--- src/rtl/rv_pkg.sv ---
// Shared RV32 definitions for the execute stage: M-extension opcodes and muldiv FSM states.
package rv_pkg;

  localparam logic [6:0] FUNCT7_MULDIV = 7'b0000001;

  typedef enum logic [2:0] {
    MdMul    = 3'b000,
    MdMulh   = 3'b001,
    MdMulhsu = 3'b010,
    MdMulhu  = 3'b011,
    MdDiv    = 3'b100,
    MdDivu   = 3'b101,
    MdRem    = 3'b110,
    MdRemu   = 3'b111
  } md_op_t;

  typedef enum logic [1:0] {
    MdIdle = 2'b00,
    MdBusyMul = 2'b01,
    MdBusyDiv = 2'b10,
    MdDone = 2'b11
  } md_state_t;

endpackage

--- src/rtl/md_divider.sv ---
// Iterative unsigned restoring divider, one quotient bit per cycle.
// quot/rem carry the result of the step in progress, so they are final while done is high.
module md_divider #(
  parameter int unsigned XLEN = 32
) (
  input  logic            clk,
  input  logic            rst,
  input  logic            start,
  input  logic            kill,
  input  logic [XLEN-1:0] dividend,
  input  logic [XLEN-1:0] divisor,
  output logic            done,
  output logic [XLEN-1:0] quot,
  output logic [XLEN-1:0] rem
);

  localparam int unsigned CntW = $clog2(XLEN);

  logic            active_q;
  logic [CntW-1:0] cnt_q;
  logic [XLEN-1:0] quot_q;
  logic [XLEN-1:0] rem_q;
  logic [XLEN-1:0] divisor_q;

  logic [XLEN:0]   shifted;
  logic [XLEN:0]   diff;
  logic            fits;

  always_comb begin
    shifted = {rem_q, quot_q[XLEN-1]};
    diff    = shifted - {1'b0, divisor_q};
    fits    = ~diff[XLEN];
    rem     = fits ? diff[XLEN-1:0] : shifted[XLEN-1:0];
    quot    = {quot_q[XLEN-2:0], fits};
    done    = active_q && (cnt_q == CntW'(XLEN - 1));
  end

  always_ff @(posedge clk) begin
    if (rst) begin
      active_q  <= 1'b0;
      cnt_q     <= '0;
      quot_q    <= '0;
      rem_q     <= '0;
      divisor_q <= '0;
    end else if (kill) begin
      active_q <= 1'b0;
    end else if (start) begin
      active_q  <= 1'b1;
      cnt_q     <= '0;
      quot_q    <= dividend;
      rem_q     <= '0;
      divisor_q <= divisor;
    end else if (active_q) begin
      quot_q <= quot;
      rem_q  <= rem;
      cnt_q  <= cnt_q + 1'b1;
      if (done) active_q <= 1'b0;
    end
  end

endmodule

--- src/rtl/muldiv_unit.sv ---
// RV32M execute unit: pipelined multiply, iterative divide with sign fix-up, and
// single-cycle completion of divide-by-zero / signed-overflow cases.
module muldiv_unit
  import rv_pkg::*;
#(
  parameter int unsigned XLEN    = 32,
  parameter int unsigned MUL_LAT = 1
) (
  input  logic            clk,
  input  logic            rst,
  input  logic            start_i,
  input  logic [2:0]      funct3_i,
  input  logic [XLEN-1:0] op_a_i,
  input  logic [XLEN-1:0] op_b_i,
  input  logic            flush_i,
  output logic            busy_o,
  output logic            valid_o,
  output logic [XLEN-1:0] result_o
);

  md_state_t       state_q, state_d;
  md_op_t          op_q, op_d, op;
  logic [3:0]      cnt_q, cnt_d;
  logic [XLEN-1:0] result_q, result_d;
  logic            quot_neg_q, quot_neg_d, rem_neg_q, rem_neg_d;
  logic [2*XLEN-1:0] mul_pipe_q [MUL_LAT];

  logic                     mul_sa, mul_sb, mul_load;
  logic signed [XLEN:0]     mul_a, mul_b;
  logic signed [2*XLEN-1:0] mul_prod;
  logic [XLEN-1:0]          mul_res;

  logic            div_signed, a_neg, b_neg, div_zero, div_ovf, div_special, div_start;
  logic [XLEN-1:0] a_mag, b_mag, special_res, div_res, fix_quot, fix_rem;
  logic            div_done;
  logic [XLEN-1:0] div_quot, div_rem;

  always_comb begin
    op       = md_op_t'(funct3_i);
    mul_sa   = (op == MdMulh) || (op == MdMulhsu);
    mul_sb   = (op == MdMulh);
    mul_a    = {mul_sa & op_a_i[XLEN-1], op_a_i};
    mul_b    = {mul_sb & op_b_i[XLEN-1], op_b_i};
    mul_prod = mul_a * mul_b;
    mul_res  = (op_q == MdMul) ? mul_pipe_q[MUL_LAT-1][XLEN-1:0]
                               : mul_pipe_q[MUL_LAT-1][2*XLEN-1:XLEN];
  end

  // Signed ops divide magnitudes; signs are re-applied when the divider finishes.
  always_comb begin
    div_signed  = funct3_i[2] & ~funct3_i[0];
    a_neg       = div_signed & op_a_i[XLEN-1];
    b_neg       = div_signed & op_b_i[XLEN-1];
    a_mag       = a_neg ? -op_a_i : op_a_i;
    b_mag       = b_neg ? -op_b_i : op_b_i;
    div_zero    = (op_b_i == '0);
    div_ovf     = div_signed && (op_a_i == {1'b1, {(XLEN-1){1'b0}}}) && (op_b_i == '1);
    div_special = div_zero | div_ovf;
    if (funct3_i[1]) special_res = div_zero ? op_a_i : '0;
    else             special_res = div_zero ? '1 : op_a_i;
    fix_quot = quot_neg_q ? -div_quot : div_quot;
    fix_rem  = rem_neg_q ? -div_rem : div_rem;
    div_res  = op_q[1] ? fix_rem : fix_quot;
  end

  always_comb begin
    state_d    = state_q;
    op_d       = op_q;
    cnt_d      = cnt_q;
    result_d   = result_q;
    quot_neg_d = quot_neg_q;
    rem_neg_d  = rem_neg_q;
    mul_load   = 1'b0;
    div_start  = 1'b0;
    if (flush_i) begin
      state_d = MdIdle;
    end else begin
      unique case (state_q)
        MdIdle, MdDone: begin
          if (start_i) begin
            op_d       = op;
            cnt_d      = '0;
            quot_neg_d = a_neg ^ b_neg;
            rem_neg_d  = a_neg;
            if (!funct3_i[2]) begin
              state_d  = MdBusyMul;
              mul_load = 1'b1;
            end else if (div_special) begin
              state_d  = MdDone;
              result_d = special_res;
            end else begin
              state_d   = MdBusyDiv;
              div_start = 1'b1;
            end
          end else begin
            state_d = MdIdle;
          end
        end
        MdBusyMul: begin
          if (cnt_q == 4'(MUL_LAT - 1)) begin
            state_d  = MdDone;
            result_d = mul_res;
          end else begin
            cnt_d = cnt_q + 1'b1;
          end
        end
        MdBusyDiv: begin
          if (div_done) begin
            state_d  = MdDone;
            result_d = div_res;
          end
        end
        default: state_d = MdIdle;
      endcase
    end
  end

  always_ff @(posedge clk) begin
    if (rst) begin
      state_q    <= MdIdle;
      op_q       <= MdMul;
      cnt_q      <= '0;
      result_q   <= '0;
      quot_neg_q <= 1'b0;
      rem_neg_q  <= 1'b0;
    end else begin
      state_q    <= state_d;
      op_q       <= op_d;
      cnt_q      <= cnt_d;
      result_q   <= result_d;
      quot_neg_q <= quot_neg_d;
      rem_neg_q  <= rem_neg_d;
    end
  end

  // Product enters stage 0 at accept and walks one stage per cycle.
  always_ff @(posedge clk) begin
    if (rst) begin
      for (int i = 0; i < int'(MUL_LAT); i++) mul_pipe_q[i] <= '0;
    end else begin
      if (mul_load) mul_pipe_q[0] <= mul_prod;
      for (int i = 1; i < int'(MUL_LAT); i++) mul_pipe_q[i] <= mul_pipe_q[i-1];
    end
  end

  md_divider #(
    .XLEN(XLEN)
  ) u_divider (
    .clk      (clk),
    .rst      (rst),
    .start    (div_start),
    .kill     (flush_i),
    .dividend (a_mag),
    .divisor  (b_mag),
    .done     (div_done),
    .quot     (div_quot),
    .rem      (div_rem)
  );

  assign busy_o   = (state_q == MdBusyMul) || (state_q == MdBusyDiv);
  assign valid_o  = (state_q == MdDone);
  assign result_o = result_q;

  always_ff @(posedge clk) begin
    if (!rst) begin
      assert (!(start_i && busy_o))
      else $warning("muldiv_unit: start_i while busy is ignored");
    end
  end

endmodule

--- config.mk ---
export PLATFORM = sky130hd
export DESIGN_NAME = muldiv_unit
export DESIGN_NICKNAME = d
export VERILOG_FILES = /design/src/rtl/rv_pkg.sv /design/src/rtl/md_divider.sv /design/src/rtl/muldiv_unit.sv
export SDC_FILE = /design/constraint.sdc
export NUM_CORES = 2
export LEC_CHECK = 0
export BUFFER_PORTS_ARGS = -buffer_cell sky130_fd_sc_hd__buf_4
export CORE_ASPECT_RATIO = 1.25
export CORE_MARGIN = 1.5
export CORE_UTILIZATION = 60
export CTS_CLUSTER_SIZE = 30
export DETAILED_ROUTE_END_ITERATION = 12
export PLACE_DENSITY_LB_ADDON = 0.1
export RECOVER_POWER = 100
export SYNTH_ARGS = -nofsm -noshare
export SYNTH_HDL_FRONTEND = slang
export SYNTH_SLANG_ARGS = --single-unit
--- constraint.sdc ---
create_clock -name clk -period 12.65 [get_ports clk]
set_input_delay 0.6325 -clock clk [delete_from_list [all_inputs] [get_ports clk]]
set_output_delay 0.6325 -clock clk [all_outputs]
set_load 0.01 [all_outputs]
== Yosys cells after proc, flatten, opt, wreduce, memory -nomap -nowiden ==
Memories as Yosys holds them, arrays and structs flattened.
Cells that the tools add are included.
Operators by class
  bitwise gates (word level): 10
  equality and inequality tests: 14
  reductions and logical operators: 20
  muxes and demuxes: 50
  add/sub/neg operators: 7
  multipliers: 1
Operators with widths (count)
  $mux 32: 19
  $neg 32->32: 4
  $pmux 32 s3: 1
  $eq 32x32->1 const B: 2
  $mul 33x33->64: 1
  $mux 64: 1
  $reduce_or 64->1: 1
  $sub 33x32->33: 1
  $logic_not 32->1: 1
  $mux 1: 19
  $ne 2x2->1 const B: 6
  $mux 5: 2
  $mux 2: 4
  $mux 4: 2
  $pmux 4 s2: 1
  $pmux 2 s3: 1
  $reduce_and 2->1: 3
  $reduce_and 6->1: 1
  $add 5x1->5 const B: 1
  $and 1x1->1: 5
  $eq 5x5->1 const B: 1
  $add 4x1->4 const B: 1
  $eq 2x2->1 const B: 2
  $logic_not 4->1: 1
  14 further kinds: 21
Word-level totals
  bits of input ports: 71
  register bits after elaboration: 145
  memories: 1
  word-level logic and storage cells: 114
  memory bits (writable): 64
  output and inout bits: 34
Memory list
  mul_pipe_q: words 1, width 64, read ports 1, clocked after memory_dff 0, write ports 1, line muldiv_unit.sv:26  | logic [2*XLEN-1:0] mul_pipe_q [MUL_LAT];

== Longest topological paths before layout ==
  depth after elaboration: 12
  mapped depth: 34
  mapped depth without buffers: 31

== Cells and area by module ==
From an unflattened synthesis, not the netlist that was laid out.
Unflattened totals
  cells, all modules: 6072
  area total of the unflattened synthesis: 52665.5 um2
Modules (own cells, without submodules)
  muldiv_unit: cells each 5308, times used 1, area an instance 46314.4 um2, seq. area each 2782.7 um2
  md_divider: cells each 764, times used 1, area an instance 6351.1 um2, seq. area each 2042.0 um2

== Least setup slack after synthesis ==
No wires, ideal clock.
  kind: in2reg
  start: in funct3_i[1]
  end: mem mul_pipe_q[0][63] (netlist name), data pin
  setup time: 266 ps
  cell stages on the path: 34
  data required time: 12384 ps
  arrival time: 8838 ps
  slack: 3546 ps
  cells stage by stage: clkbuf_1 nand2b_1 a21oi_1 and2_1 clkbuf_1 clkbuf_1 nand2_1 inv_1 fa_1 inv_1 fa_1 inv_1 fa_1 fa_1 inv_1 fa_1 inv_1 fa_1 inv_1 fa_1 fa_1 inv_1 ha_1 and4_1 nand2_1 or3_1 or4_1 nand3_1 a41oi_1 o31ai_1 o211ai_1 a31oi_1 xnor2_1 nor2_1
Between the ends
  cells in the longest elaborated chain, start to end: 5
  elaborated cells between the ends (all ways): 7
  classes of those cells: mul (1); eq/ne (2); mux (1); bitwise (2); reduce/logical (1)
RTL lines
  start: declaration: line muldiv_unit.sv:12  | input logic [2:0] funct3_i,
  $eq 3x1->1 or $eq 3x2->1 (tied branches): line muldiv_unit.sv:40, muldiv_unit.sv:41
  $logic_or 1x1->1: line muldiv_unit.sv:40  | mul_sa = (op == MdMulh) || (op == MdMulhsu);
  $and 1x1->1: line muldiv_unit.sv:42  | mul_a = {mul_sa & op_a_i[XLEN-1], op_a_i};
  $mul 33x33->64 *: line muldiv_unit.sv:44  | mul_prod = mul_a * mul_b;
  $mux 64 (no line) *
  end: declaration: line muldiv_unit.sv:26
Mark *: on every way between the ends. The rest lies on a longest branch, timed or not.

== Worst setup path after layout ==
  start: in op_b_i[13]
  end: mem mul_pipe_q[0][58] (netlist name), data pin
Between the ends
  cells in the longest elaborated chain, start to end: 2
RTL lines
  start: declaration: line muldiv_unit.sv:14  | input logic [XLEN-1:0] op_b_i,
  $mul 33x33->64: line muldiv_unit.sv:44
  $mux 64 (no line)
No other way between the ends.

==> impl_metrics.toml <==
[sta]
skew_ns = 0.0321
final_min_period_over_clock_period_pct = 83.5
timing.max_slew.rel_slack_pct = -150
timing.final.max_slew_violations = 486
layout_min_cycle_time_ns = 10.56
final_setup_violation_count = 0
timing.final.hold_violations = 0
fmaxAchievable_mhz = 94.7
tightestPinTransition_ns = 3.75
rsz0062_at_grt = "no"
fin_setup_tns_ns = 0

[cts]
numCtsBuffers = 25
cts_tree = "yes"
cts.root.buffer_cell = "sky130_fd_sc_hd__clkbuf_16"
clock_tree.htree_level_count = 1
cts-resized-gates = 0
postCtsHoldBufs = 0
cts.sink_count = 209
cts.clk_slew.worst_paths_ns = 0.06
cts_buffer_depth = 3
worst_skew_pair.late_latency_ns = 0.57
post_cts.repair.setup_buffers = 0

[setup_path]
max_stage_delay_ns = 1.46
timing.setup.critical_path_class = "input pin to flop"
cp.buffers_inverters = 8
critPathMaxFanout = 31
setup_crit_end_kind = "flop"
rr_worst_depth = 22
worst-endpoint-arrival_ns = 10.96
cp-start-kind = "input pin"
critical_path.reg2reg.startpoint = "u_divider.quot_q[31]$_SDFFE_PP0P_"
timing.critical_path.mode_cell = "sky130_fd_sc_hd__fa_1"
cp_top_family = "adder cells"
critical_path.slowest_cell = "sky130_fd_sc_hd__clkbuf_1"
ff2ff_setup_slack_ns = 6.06
rr_endpoint = "result_o[30]$_SDFFE_PP0P_"
critPathRequiredTime_ns = 13.05

[drt]
route.detailed.wl_per_inst_um = 23.9
vias_per_std_cell = 5.99
vias = 42778
drt_first_iter_violations = 4113
drt_pre_antenna_iters = 8
drtAntennaViolNets = 0
post_route_drc_violation_count = 0
wirelength_mm = 171

[die]
coreArea_um2 = 87400
fp.dieArea_um2 = 90400
start_util_pct = 60.8
std_cell_rows = 121
die_x_um = 269
die-height_um = 336
floorplan.io_pins = 105

[grt]
grt_util_met3_pct = 6.20
met2_usage_pct = 64.7
gr-usage-met1_pct = 49.5
grt_start_max_net_pins = 91
antenna_found_initial = 6
globalRoute.busiestLayer = "met2"
grt_pass1_vias = 45065
grt_first_pass_wirelength_mm = 266
grt_util_all_layers_pct = 38.9
gr-total-overflow = 0

[synthesis]
netlist_instances = 6167
post_synth_instance_area_um2 = 53100
sequential_fraction_of_the_synthesis_area_pct = 9.08
post-synth-top-area-cell = "sky130_fd_sc_hd__fa_1"
synth.ff_latch_count = 209
synth_area_per_cell_um2 = 8.62
synth.yosys.warnings = 0
synth_enable_flop_cells = 64
postSynth.asyncResetShare_pct = 0
synthFlopType = "sky130_fd_sc_hd__dfxtp_1"
yosys.cell_types.count = 100
commonest_cells_post_synth = "1210 x sky130_fd_sc_hd__inv_1, 1126 x sky130_fd_sc_hd__fa_1, 989 x sky130_fd_sc_hd__nand2_1, 343 x sky130_fd_sc_hd__and2_1, 322 x sky130_fd_sc_hd__nor2_1"
leading_post_synthesis_cells_by_cell_area = "sky130_fd_sc_hd__fa_1 42%, sky130_fd_sc_hd__inv_1 8.5%, sky130_fd_sc_hd__nand2_1 7.0%"
postSynthNetCount = 7620
synth.most_common_cell = "sky130_fd_sc_hd__inv_1"
synth.top_cell.area_share_pct = 42.4

[final_layout]
multiInputGateArea_um2 = 42200
syn2layout_area_growth_pct = 3.28
drive_gt1_share_pct = 3.98
fillerInstances = 7694
layout_net_count = 7395
regArea_um2 = 4820

[flow_run]
max_cap_viol_count = 10

[worst_hold_path]
timing.hold.worst_path_depth = 3
worstHoldStart = "funct3_i[0]"
min_delay_worst_endpoint = "op_q[0]$_SDFFE_PP0P_"
worst_hold_path_type = "input pin to flop"

[placement]
globalplace.congestion = 0.977
io_buffers = 104
detailed_place_hpwl_mm = 128

[run_status]
violations = "capacitance limit, slew limit"
run_status = "finished, violations left"
[per-stage QoR]
step                      instance area (um2)  util, %  setup WS [ns]  std cells  hold slack [ns]
after global routing                    54900     62.8           1.67       7130            0.376
final                                   54900     62.8           2.09       7142            0.371
after global placement                  54200     62.1           2.35       7083            0.445
after detailed placement                54200     62.1           2.18       7083            0.456
after floorplan                         53100        -           3.55       6167            0.425
after CTS                               55100     63.0           2.71       7128            0.358
[area by class of cell]
| class | count | area share, % |
|---|---|---|
| multi-input cells | 4341 | 76.9 |
| well taps | 1168 | 2.66 |
| clock buffers | 29 | 1.20 |
| inverters | 1211 | 8.28 |
| clock inverters | 16 | 0.280 |
| diodes | 14 | 0.0638 |
| flip-flops and latches | 209 | 8.79 |
| repair buffers | 154 | 1.79 |
[logic make-up (layout without fill, tap and decap cells)]
logic type,after synthesis,in the layout,synth area share [%]
AND/OR/NAND/NOR,1963,1963,17.0
buffers and inverters,1617,1410,11.5
adder cells (fa/ha/maj),1382,1382,48.4
AO/OA/AOI/OAI,728,728,9.31
flip-flops,209,209,9.08
XOR/XNOR,202,202,3.33
multiplexers,66,66,1.34
other,0,14,0
[state kept, by name, summed over array words and instances (netlist names)]
register,cells
rem_neg_q,1
u_divider.cnt_q,5
cnt_q,4
u_divider.quot_q,32
op_q,3
state_q,2
mul_pipe_q,64
u_divider.active_q,1
result_o,32
u_divider.rem_q,32
u_divider.divisor_q,32
quot_neg_q,1
[per-layer routing]
metal  wire [um]  share of wire [%]
met1       64300                 38
met2       81000                 47
met3       15100                8.9
met4       10100                5.9
met5           0                  0
[cells in the final DEF, fill, tap and decap left out, types with 12 or more instances in the layout]
master / n
sky130_fd_sc_hd__a21boi_0: 12
sky130_fd_sc_hd__nand2b_1: 29
sky130_fd_sc_hd__a21oi_1: 183
sky130_fd_sc_hd__dfxtp_1: 145
sky130_fd_sc_hd__clkbuf_16: 25
sky130_fd_sc_hd__o21ai_0: 134
sky130_fd_sc_hd__o31ai_1: 29
sky130_fd_sc_hd__nor2b_1: 18
sky130_fd_sc_hd__nor2_1: 322
sky130_fd_sc_hd__a21o_1: 53
sky130_fd_sc_hd__buf_4: 107
sky130_fd_sc_hd__diode_2: 14
sky130_fd_sc_hd__inv_1: 1210
sky130_fd_sc_hd__nand4_1: 26
sky130_fd_sc_hd__and2_1: 339
sky130_fd_sc_hd__mux2_2: 32
sky130_fd_sc_hd__nor4_1: 16
sky130_fd_sc_hd__a311oi_1: 39
sky130_fd_sc_hd__clkbuf_1: 49
sky130_fd_sc_hd__fa_1: 1126
sky130_fd_sc_hd__and3_1: 27
sky130_fd_sc_hd__nor3_1: 56
sky130_fd_sc_hd__o21a_1: 17
sky130_fd_sc_hd__o211ai_1: 26
sky130_fd_sc_hd__nand3_1: 46
sky130_fd_sc_hd__nand2_1: 989
sky130_fd_sc_hd__ha_1: 256
sky130_fd_sc_hd__a31oi_1: 30
sky130_fd_sc_hd__or3_1: 16
sky130_fd_sc_hd__xor2_1: 85
sky130_fd_sc_hd__a211oi_1: 62
sky130_fd_sc_hd__mux2i_1: 33
sky130_fd_sc_hd__xnor2_1: 117
sky130_fd_sc_hd__edfxtp_1: 64
sky130_fd_sc_hd__a2111oi_0: 20
sky130_fd_sc_hd__o41ai_1: 12
[worst min-delay path, cell delays in order]
cell,delay [ns]
sky130_fd_sc_hd__buf_4,0.10
sky130_fd_sc_hd__mux2i_1,0.06
sky130_fd_sc_hd__nor2_1,0.07
[worst max path at each step]
stage | start | cells after the start | endpoint | slack (ns)
CTS | funct3_i[1] | 28 | mul_pipe_q[0][58]$_SDFFCE_PN0P_ | 2.71
finish | op_b_i[13] | 27 | mul_pipe_q[0][58]$_SDFFCE_PN0P_ | 2.09
floorplan | funct3_i[1] | 34 | mul_pipe_q[0][63]$_SDFFCE_PN0P_ | 3.55
global route | op_b_i[13] | 27 | mul_pipe_q[0][58]$_SDFFCE_PN0P_ | 1.67
global placement | funct3_i[1] | 28 | mul_pipe_q[0][58]$_SDFFCE_PN0P_ | 2.35
detailed placement | funct3_i[1] | 28 | mul_pipe_q[0][58]$_SDFFCE_PN0P_ | 2.18
Power is left out: the tool's default activity adds up to more than one toggle a clock period on the data nets, which glitch-free logic cannot reach.
